==> src/rtl/rx_est_pkg.sv <==
// ============================================================================
//  Module      : rx_est_pkg
//  Description : Shared state encoding and width helpers for the receive-side
//                noise estimator (top rx_noise_estimator, sub rx_err_power).
//  Revision    : 1.0 - initial release
// ============================================================================
`default_nettype none

package rx_est_pkg;

    // Measurement controller states
    typedef enum logic [1:0] {
        ST_IDLE  = 2'd0,
        ST_ACCUM = 2'd1,
        ST_FLUSH = 2'd2,
        ST_DONE  = 2'd3
    } est_state_t;

    // Last value of the flush counter: two pipeline stages plus the
    // accumulate edge must settle before the result is sampled.
    localparam logic [1:0] c_flush_last = 2'd2;

    // Slicer error width: one extra bit so In - d never wraps
    function automatic int err_width(input int dw);
        return dw + 1;
    endfunction

    // Width of a single unsigned square
    function automatic int sq_width(input int dw);
        return 2 * dw + 2;
    endfunction

    // Block accumulator width: room for 2^log2_n sums without overflow
    function automatic int acc_width(input int pow_w, input int log2_n);
        return pow_w + log2_n;
    endfunction

endpackage

`default_nettype wire

==> src/rtl/rx_err_power.sv <==
// ============================================================================
//  Module      : rx_err_power
//  Description : QPSK slicer, slicer error and squaring pipeline (S1-S2).
//                Produces e_I^2, e_Q^2, I^2, Q^2 with a valid tag that
//                follows only accepted samples.
//  Revision    : 1.0 - initial release
// ============================================================================
`default_nettype none

module rx_err_power
    import rx_est_pkg::*;
#(
    parameter int DWIDTH = 16,
    parameter int A_REF  = 10000,
    localparam int c_err_w = err_width(DWIDTH),
    localparam int c_sq_w  = sq_width(DWIDTH)
) (
    input  logic                     clk,
    input  logic                     rst,
    input  logic                     in_valid,
    input  logic signed [DWIDTH-1:0] In_I,
    input  logic signed [DWIDTH-1:0] In_Q,
    output logic                     sq_valid,
    output logic        [c_sq_w-1:0] e_sq_i,
    output logic        [c_sq_w-1:0] e_sq_q,
    output logic        [c_sq_w-1:0] s_sq_i,
    output logic        [c_sq_w-1:0] s_sq_q
);

    localparam logic signed [c_err_w-1:0] c_a_ref = c_err_w'(A_REF);

    logic signed [c_err_w-1:0] w_ext_i, w_ext_q;
    logic signed [c_err_w-1:0] w_d_i, w_d_q;
    logic signed [c_err_w-1:0] w_e_i, w_e_q;

    // Slicer: zero is treated as positive and maps to +A_REF
    assign w_ext_i = {In_I[DWIDTH-1], In_I};
    assign w_ext_q = {In_Q[DWIDTH-1], In_Q};
    assign w_d_i   = In_I[DWIDTH-1] ? -c_a_ref : c_a_ref;
    assign w_d_q   = In_Q[DWIDTH-1] ? -c_a_ref : c_a_ref;
    assign w_e_i   = w_ext_i - w_d_i;
    assign w_e_q   = w_ext_q - w_d_q;

    logic                      r_v1;
    logic signed [c_err_w-1:0] r_e_i, r_e_q;
    logic signed [DWIDTH-1:0]  r_x_i, r_x_q;

    // S1: capture error and raw sample for accepted inputs only
    always_ff @(posedge clk) begin
        if (!rst) begin
            r_v1  <= 1'b0;
            r_e_i <= '0;
            r_e_q <= '0;
            r_x_i <= '0;
            r_x_q <= '0;
        end else begin
            r_v1 <= in_valid;
            if (in_valid) begin
                r_e_i <= w_e_i;
                r_e_q <= w_e_q;
                r_x_i <= In_I;
                r_x_q <= In_Q;
            end
        end
    end

    logic signed [c_sq_w-1:0] w_xe_i, w_xe_q, w_xs_i, w_xs_q;
    logic signed [c_sq_w-1:0] w_pe_i, w_pe_q, w_ps_i, w_ps_q;

    // Sign-extend to the square width so the products are full precision
    assign w_xe_i = {{(c_sq_w-c_err_w){r_e_i[c_err_w-1]}}, r_e_i};
    assign w_xe_q = {{(c_sq_w-c_err_w){r_e_q[c_err_w-1]}}, r_e_q};
    assign w_xs_i = {{(c_sq_w-DWIDTH){r_x_i[DWIDTH-1]}}, r_x_i};
    assign w_xs_q = {{(c_sq_w-DWIDTH){r_x_q[DWIDTH-1]}}, r_x_q};
    assign w_pe_i = w_xe_i * w_xe_i;
    assign w_pe_q = w_xe_q * w_xe_q;
    assign w_ps_i = w_xs_i * w_xs_i;
    assign w_ps_q = w_xs_q * w_xs_q;

    // S2: register squares (always non-negative, so stored unsigned)
    always_ff @(posedge clk) begin
        if (!rst) begin
            sq_valid <= 1'b0;
            e_sq_i   <= '0;
            e_sq_q   <= '0;
            s_sq_i   <= '0;
            s_sq_q   <= '0;
        end else begin
            sq_valid <= r_v1;
            if (r_v1) begin
                e_sq_i <= $unsigned(w_pe_i);
                e_sq_q <= $unsigned(w_pe_q);
                s_sq_i <= $unsigned(w_ps_i);
                s_sq_q <= $unsigned(w_ps_q);
            end
        end
    end

endmodule

`default_nettype wire

==> src/rtl/rx_noise_estimator.sv <==
// ============================================================================
//  Module      : rx_noise_estimator
//  Description : Measures mean slicer-error power and mean signal power of
//                received QPSK samples over blocks of 2^LOG2_N samples.
//                Optional macro RX_NOISE_SATCOUNT_EN enables the full-scale
//                sample counter on sat_count (tied to 0 otherwise).
//  Revision    : 1.0 - initial release
// ============================================================================
`default_nettype none

module rx_noise_estimator
    import rx_est_pkg::*;
#(
    parameter int DWIDTH = 16,
    parameter int LOG2_N = 6,
    parameter int A_REF  = 10000,
    parameter int POW_W  = 2 * DWIDTH + 3
) (
    input  logic                     clk,
    input  logic                     rst,
    input  logic                     start,
    input  logic                     cont,
    input  logic                     in_valid,
    input  logic signed [DWIDTH-1:0] In_I,
    input  logic signed [DWIDTH-1:0] In_Q,
    output logic                     busy,
    output logic                     est_valid,
    output logic        [POW_W-1:0]  noise_pow,
    output logic        [POW_W-1:0]  sig_pow,
    output logic        [LOG2_N:0]   sat_count
);

    localparam int c_sq_w  = sq_width(DWIDTH);
    localparam int c_acc_w = acc_width(POW_W, LOG2_N);

    est_state_t r_state, w_next;
    logic       w_clear, w_load, w_accept;

    logic [LOG2_N-1:0]  r_cnt;
    logic [1:0]         r_flush;
    logic [c_acc_w-1:0] r_acc_e, r_acc_s;

    logic              w_sq_valid;
    logic [c_sq_w-1:0] w_e_sq_i, w_e_sq_q, w_s_sq_i, w_s_sq_q;
    logic [POW_W-1:0]  w_e_sum, w_s_sum;

    // Samples are only taken while a block is being collected
    assign w_accept = in_valid && (r_state == ST_ACCUM);

    rx_err_power #(
        .DWIDTH (DWIDTH),
        .A_REF  (A_REF)
    ) u_err_power (
        .clk      (clk),
        .rst      (rst),
        .in_valid (w_accept),
        .In_I     (In_I),
        .In_Q     (In_Q),
        .sq_valid (w_sq_valid),
        .e_sq_i   (w_e_sq_i),
        .e_sq_q   (w_e_sq_q),
        .s_sq_i   (w_s_sq_i),
        .s_sq_q   (w_s_sq_q)
    );

    // S3 adder: I+Q power of one sample
    assign w_e_sum = POW_W'(w_e_sq_i) + POW_W'(w_e_sq_q);
    assign w_s_sum = POW_W'(w_s_sq_i) + POW_W'(w_s_sq_q);

    // State register
    always_ff @(posedge clk) begin
        if (!rst) begin
            r_state <= ST_IDLE;
        end else begin
            r_state <= w_next;
        end
    end

    // Next-state, block clear and result load decode
    always_comb begin
        w_next  = r_state;
        w_clear = 1'b0;
        w_load  = 1'b0;
        case (r_state)
            ST_IDLE: begin
                if (start) begin
                    w_next  = ST_ACCUM;
                    w_clear = 1'b1;
                end
            end
            ST_ACCUM: begin
                if (w_accept && (&r_cnt)) begin
                    w_next = ST_FLUSH;
                end
            end
            ST_FLUSH: begin
                if (r_flush == c_flush_last) begin
                    w_next = ST_DONE;
                end
            end
            ST_DONE: begin
                w_load = 1'b1;
                if (cont) begin
                    w_next  = ST_ACCUM;
                    w_clear = 1'b1;
                end else begin
                    w_next = ST_IDLE;
                end
            end
            default: begin
                w_next = ST_IDLE;
            end
        endcase
    end

    // Sample counter, flush timer and block accumulators
    always_ff @(posedge clk) begin
        if (!rst) begin
            r_cnt   <= '0;
            r_flush <= '0;
            r_acc_e <= '0;
            r_acc_s <= '0;
        end else begin
            r_flush <= (r_state == ST_FLUSH) ? r_flush + 2'd1 : 2'd0;
            if (w_clear) begin
                r_cnt   <= '0;
                r_acc_e <= '0;
                r_acc_s <= '0;
            end else begin
                if (w_accept) begin
                    r_cnt <= r_cnt + 1'b1;
                end
                if (w_sq_valid) begin
                    r_acc_e <= r_acc_e + c_acc_w'(w_e_sum);
                    r_acc_s <= r_acc_s + c_acc_w'(w_s_sum);
                end
            end
        end
    end

    // Result registers: mean = accumulator / N, held until the next block
    always_ff @(posedge clk) begin
        if (!rst) begin
            busy      <= 1'b0;
            est_valid <= 1'b0;
            noise_pow <= '0;
            sig_pow   <= '0;
        end else begin
            busy      <= (w_next != ST_IDLE);
            est_valid <= w_load;
            if (w_load) begin
                noise_pow <= r_acc_e[c_acc_w-1:LOG2_N];
                sig_pow   <= r_acc_s[c_acc_w-1:LOG2_N];
            end
        end
    end

`ifdef RX_NOISE_SATCOUNT_EN
    localparam logic signed [DWIDTH-1:0] c_pos_fs = {1'b0, {(DWIDTH-1){1'b1}}};
    localparam logic signed [DWIDTH-1:0] c_neg_fs = {1'b1, {(DWIDTH-1){1'b0}}};

    logic            w_sat;
    logic [LOG2_N:0] r_sat_acc;

    assign w_sat = (In_I == c_pos_fs) || (In_I == c_neg_fs) ||
                   (In_Q == c_pos_fs) || (In_Q == c_neg_fs);

    // Full-scale sample counter, published together with the powers
    always_ff @(posedge clk) begin
        if (!rst) begin
            r_sat_acc <= '0;
            sat_count <= '0;
        end else begin
            if (w_clear) begin
                r_sat_acc <= '0;
            end else if (w_accept && w_sat) begin
                r_sat_acc <= r_sat_acc + (LOG2_N+1)'(1);
            end
            if (w_load) begin
                sat_count <= r_sat_acc;
            end
        end
    end
`else
    assign sat_count = '0;
`endif

endmodule

`default_nettype wire

==> config.mk <==
export PLATFORM = sky130hd
export DESIGN_NAME = rx_noise_estimator
export DESIGN_NICKNAME = d
export VERILOG_FILES = /design/src/rtl/rx_est_pkg.sv /design/src/rtl/rx_err_power.sv /design/src/rtl/rx_noise_estimator.sv
export SDC_FILE = /design/constraint.sdc
export NUM_CORES = 2
export LEC_CHECK = 0
export ABC_AREA = 1
export BUFFER_PORTS_ARGS = -buffer_cell sky130_fd_sc_hd__buf_4
export CAP_MARGIN = 10
export CORE_UTILIZATION = 40
export DETAILED_ROUTE_END_ITERATION = 6
export SYNTH_ARGS = -nofsm -noshare
export SYNTH_HDL_FRONTEND = slang
export SYNTH_SLANG_ARGS = --single-unit
==> constraint.sdc <==
create_clock -name clk -period 6.8 [get_ports clk]
set_input_delay 0.68 -clock clk [delete_from_list [all_inputs] [get_ports clk]]
set_output_delay 0.68 -clock clk [all_outputs]
set_load 0.01 [all_outputs]
# Yosys cells after proc, flatten, opt, wreduce, memory -nomap -nowiden
# Cells that the tools add are included.
[word_totals] register_bits=368 out_inout_bits=79 elab_cells=54
[classes] n_addsub=8 n_mul=4 eq_ne=4 muxes=11 bitwise=1 reduce_logical=7
[ops] operator="adder 41 x 35 -> 41 bit" n=2
[ops] operator="adder 34 x 34 -> 35 bit" n=2
[ops] operator="multiplier 17 x 17 -> 34 bit" n=2
[ops] operator="multiplier 16 x 16 -> 32 bit" n=2
[ops] operator="2-to-1 mux 17 bit" n=2
[ops] operator="subtractor 16 x 17 -> 17 bit" n=2
[ops] operator="case mux 2 bit (4 select lines)" n=1
[ops] operator="adder 6 x 1 -> 6 bit (second input constant)" n=1
[ops] operator="equality test 2 bit (second input constant)" n=3
[ops] operator="2-to-1 mux 2 bit" n=3
[ops] operator="AND reduction 6 bit" n=1
[ops] operator="2-to-1 mux 1 bit" n=4
[ops] operator="adder 2 x 1 -> 2 bit (second input constant)" n=1
[ops] operator="equality test 2 x 1 -> 1 bit (second input constant)" n=1
[ops] operator="logical AND 1 bit" n=2
[ops] operator="logical NOT 2 bit" n=1
[ops] operator="case mux 1 bit (2 select lines)" n=1
[ops] operator="AND reduction 2 bit" n=1
[ops] operator="nonzero test 2 bit" n=1
[ops] operator="OR reduction 2 bit" n=1
[ops] operator="inverter 1 bit" n=1

# Longest topological paths before layout
[logic_depth] depth_word=6 mapped_depth=31 mapped_depth_nobuf=29

# By module
# From an unflattened synthesis, not the netlist that was laid out.
[unflattened] cells_unflattened=8372 area_unflattened_um2=61551.5
[modules_own_cells] mod="rx_err_power" instances=1 cells_per_inst=6326 area_each_um2=48378.9
[modules_own_cells] mod="rx_noise_estimator" instances=1 cells_per_inst=2046 area_each_um2=13172.6

# Least setup slack after synthesis
# No wires, ideal clock.
[synth_path] path_type="register to register" startpoint="register u_err_power.r_x_q[2] (netlist name)" endpoint="register u_err_power.e_sq_q[29]" setup_time_ps=109 arrival_ps=5651 t_required_ps=6691 setup_slack_ps=1040 path_stages_with_launch=23 path_cell_list="dfxtp_1 > clkbuf_1 > buf_1 > nand2_1 > inv_1 > fa_1 > fa_1 > fa_1 > fa_1 > fa_1 > inv_1 > fa_1 > inv_1 > ha_1 > nand2_1 > nor2_1 > nand2_1 > nor4_1 > nand2_1 > nand4_1 > nand3_1 > nand2_1 > inv_1"
[synth_lines] item="end signal: assignment" line="rx_err_power.sv:92" source="e_sq_q <= $unsigned(w_pe_q);"
[synth_lines] item="end: declaration" line="rx_err_power.sv:25" source="output logic [c_sq_w-1:0] e_sq_q,"

# Worst setup path in the final report
[layout_path] startpoint="register u_err_power.r_x_i[15]" endpoint="register u_err_power.s_sq_i[22]"
[layout_via] elab_chain_cells=1
[layout_rtl] item="start: declaration" line="rx_err_power.sv:46" source="logic signed [DWIDTH-1:0] r_x_i, r_x_q;"
[layout_rtl] item="start signal: assignment" line="rx_err_power.sv:61" source="r_x_i <= In_I;"
[layout_rtl] item="multiplier 16 x 16 -> 32 bit" line="rx_err_power.sv:77" source="assign w_ps_i = w_xs_i * w_xs_i;"
[layout_rtl] item="end signal: assignment" line="rx_err_power.sv:93" source="s_sq_i <= $unsigned(w_ps_i);"
[layout_rtl] item="end: declaration" line="rx_err_power.sv:26" source="output logic [c_sq_w-1:0] s_sq_i,"
# No other way between the ends.
# A chain may end at the register's enable or synchronous reset.

==> results_dict.tcl <==
set metrics [dict create \
    multi_input_area_um2 44500 \
    h-tree-depth 2 \
    grt_pass1_wl_mm 276 \
    path_class "register to register" \
    ys_types 49 \
    cp.required_ns 7.35 \
    ios 116 \
    cts_root_buffer "clkbuf_16" \
    layout_min_cycle_time_ns 6.45 \
    maxSlewViolCount 0 \
    syn-cell-area_um2 60400 \
    clockBufferDepth 3 \
    synth.largest_area_cell "fa_1" \
    gr-total-overflow 0 \
    start_kind "register" \
    fp.dieArea_um2 153000 \
    routabilityCongestion 0.947 \
    synth_area_per_cell_um2 7.46 \
    vias 48700 \
    routedWlPerCell_um 16.5 \
    synth.top_cell.area_share_pct 35.4 \
    drtAntennaViolNets 0 \
    cp.arrival_ns 7.00 \
    crit_path_max_fanout 23 \
    worst_pin_slew_ns 1.13 \
    finalSetupViolCount 0 \
    nNetsFinal 9685 \
    placed_cells 10100 \
    synth_edf_count 0 \
    clock_skew_ns 0.0475 \
    layout.cells.non_filler 10200 \
    cts_resized 0 \
    core_area_um2 150000 \
    final-seq-area_um2 6970 \
    drc_errors 0 \
    synth.area.top_cells "fa_1 (35%), inv_1 (13%), dfxtp_1 (12%)" \
    n_fill_cell 15400 \
    finalHoldViolations 0 \
    rsz0062_at_grt "false" \
    antenna_found_initial 2 \
    start_util_pct 40.3 \
    powerDensity_nw_per_um2 123 \
    async_flop_share_pct 0 \
    cts_buffers 46 \
    numPortBuffers 108 \
    post-route-util_pct 43.5 \
    syn_inst 8099 \
    status "completed" \
    clock_latency_ns 0.66 \
    yosys_warnings 0 \
    fp.dieH_um 391 \
    ir_worst_vdd_uv 213 \
    drt_iter0_drc 2951 \
    hold_buffers 0 \
    fmax_mhz 155 \
    fin_hold_ws_ns 0.291 \
    die_x_um 391 \
    cts.clk_slew.worst_paths_ns 0.06 \
    setup-tns-final_ns 0 \
    first_global_vias 51000 \
    cts_setup_buffers 0 \
    hp-class "input pin to register" \
    ys_ff_latch 348 \
    ys.flop_type "dfxtp_1" \
    p_leak_nw 38.6 \
    std_cell_rows 142 \
    routed_wl_mm 168 \
    dp.final_hpwl_mm 143 \
    area_growth_syn_to_layout_pct 8.02 \
    end_kind "register" \
    dr.pass1.iters 6 \
    ys_seq_area_share_pct 11.5 \
    vias_per_cell 4.79 \
    tritoncts "yes" \
    grt_usage_pct 22.9 \
    clock_sinks 348 \
    cap_violations 0 \
    drive_gt1_share_pct 4.40 \
    relSlewSlack_pct 24.3 \
    grt_max_degree 83 \
    fin_crit_sh_pct 94.8 \
]
[through the flow]
step	total power [mW]	cell area (um^2)	worst slack (ns)
finish	8.03	65300	0.352
floorplan	4.34	60500	1.04
detailed placement	5.26	63600	0.439
global placement	5.25	63600	0.557
global route	8.64	65300	0.0339
CTS	8.15	65300	0.446
[worst paths after layout]
check	cells after the start	endpoint	startpoint	slack, ns
worst max-delay path	22	u_err_power.s_sq_i[22]	u_err_power.r_x_i[15]	0.35
worst min-delay path	3	u_err_power.r_x_i[6]	In_I[6]	0.29
worst max register to register	22	u_err_power.s_sq_i[22]	u_err_power.r_x_i[15]	0.35
worst min register to register	1	r_flush[0]	r_flush[0]	0.44
[cells in the final DEF, fill, tap and decap left out, types with 10 or more instances in the layout]
cell type and count:
a21o_1 17, a21oi_1 283, a31oi_1 10, buf_4 199, clkbuf_16 46, conb_1 11
dfxtp_1 346, fa_1 1068, ha_1 463, inv_1 2123, nand2_1 1847, nand3_1 309
nand3b_1 10, nand4_1 65, nor2_1 639, nor3_1 43, o211ai_1 17, o21ai_0 280
o21bai_1 52, or2_2 15, xnor2_1 33, xor2_1 114
[report_power, final]
group          internal, mW  total (mW)  switching [mW]
combinational          1.07        2.91            1.84
sequential             2.11        2.30           0.185
clock                  1.66        2.82            1.16
total                  4.84        8.03            3.19
[layout make-up]
class	instances	share of cell area, %
well taps	2016	3.86
multi-input cells	5381	68.2
repair buffers	201	2.34
clock inverters	30	0.724
inverters	2138	12.3
flip-flops and latches	348	10.7
clock buffers	56	1.88
diodes	1	0.00383
[layer usage]
metal | part of all wire [%] | wire length, um | GRT usage (%)
met3 | 4.7 | 7940 | 2.68
met2 | 46 | 77400 | 37.8
met4 | 4.3 | 7270 | 8.71
met1 | 45 | 75000 | 30.6
met5 | 0.016 | 27 | 0
[synth_stat cells (7+ instances only)]
library cell and n:
a21o_1 17, a21oi_1 283, a22o_1 8, a31o_2 8, a31oi_1 10, buf_1 36, buf_2 22, buf_4 7
clkbuf_1 176, dfxtp_1 348, fa_1 1068, ha_1 464, inv_1 2124, inv_2 8, nand2_1 1849, nand3_1 309
nand3b_1 10, nand4_1 65, nor2_1 639, nor2_2 9, nor3_1 43, o211ai_1 17, o21a_1 8, o21ai_0 280
o21ai_1 8, o21ai_2 7, o21bai_1 52, or2_2 15, xnor2_1 33, xor2_1 114
[worst max-delay path, stage by stage (launching register included)]
cell	delay (ns)
dfxtp_1	0.88
clkinv_1	0.58
nor2_1	0.25
fa_1	0.45
fa_1	0.51
inv_1	0.05
fa_1	0.47
inv_1	0.05
fa_1	0.45
fa_1	0.50
inv_1	0.05
fa_1	0.48
inv_1	0.04
ha_1	0.36
nand2_1	0.12
nor2_1	0.15
inv_1	0.07
nor2_1	0.28
nand4_1	0.21
nand4_1	0.14
nand3_1	0.12
nand2_1	0.10
inv_1	0.03
[flip-flops by register name, indices dropped and copies added (netlist names), 6 cells and up]
name                cells
u_err_power.e_sq_i     31
noise_pow              35
u_err_power.r_x_i      16
u_err_power.r_e_i      13
u_err_power.s_sq_i     31
r_acc_s                41
u_err_power.r_x_q      16
r_cnt                   6
u_err_power.e_sq_q     31
r_acc_e                41
u_err_power.r_e_q      13
sig_pow                35
u_err_power.s_sq_q     31
[kinds of logic (layout without fill, tap and decap cells)]
kind of cell               after synthesis  count (layout)  synth area share (%)
and+or+nand+nor                       2970            2970                  19.8
xor gates and xnor gates               147             147                  2.13
buffers and inverters                 2379            2425                  14.9
AOI/OAI and AO/OA                      721             721                  6.68
other                                    2              12                0.0124
DFF                                    348             348                  11.5
adders and majority gates             1532            1532                  45.0
Power figures use the tool's default switching activity.
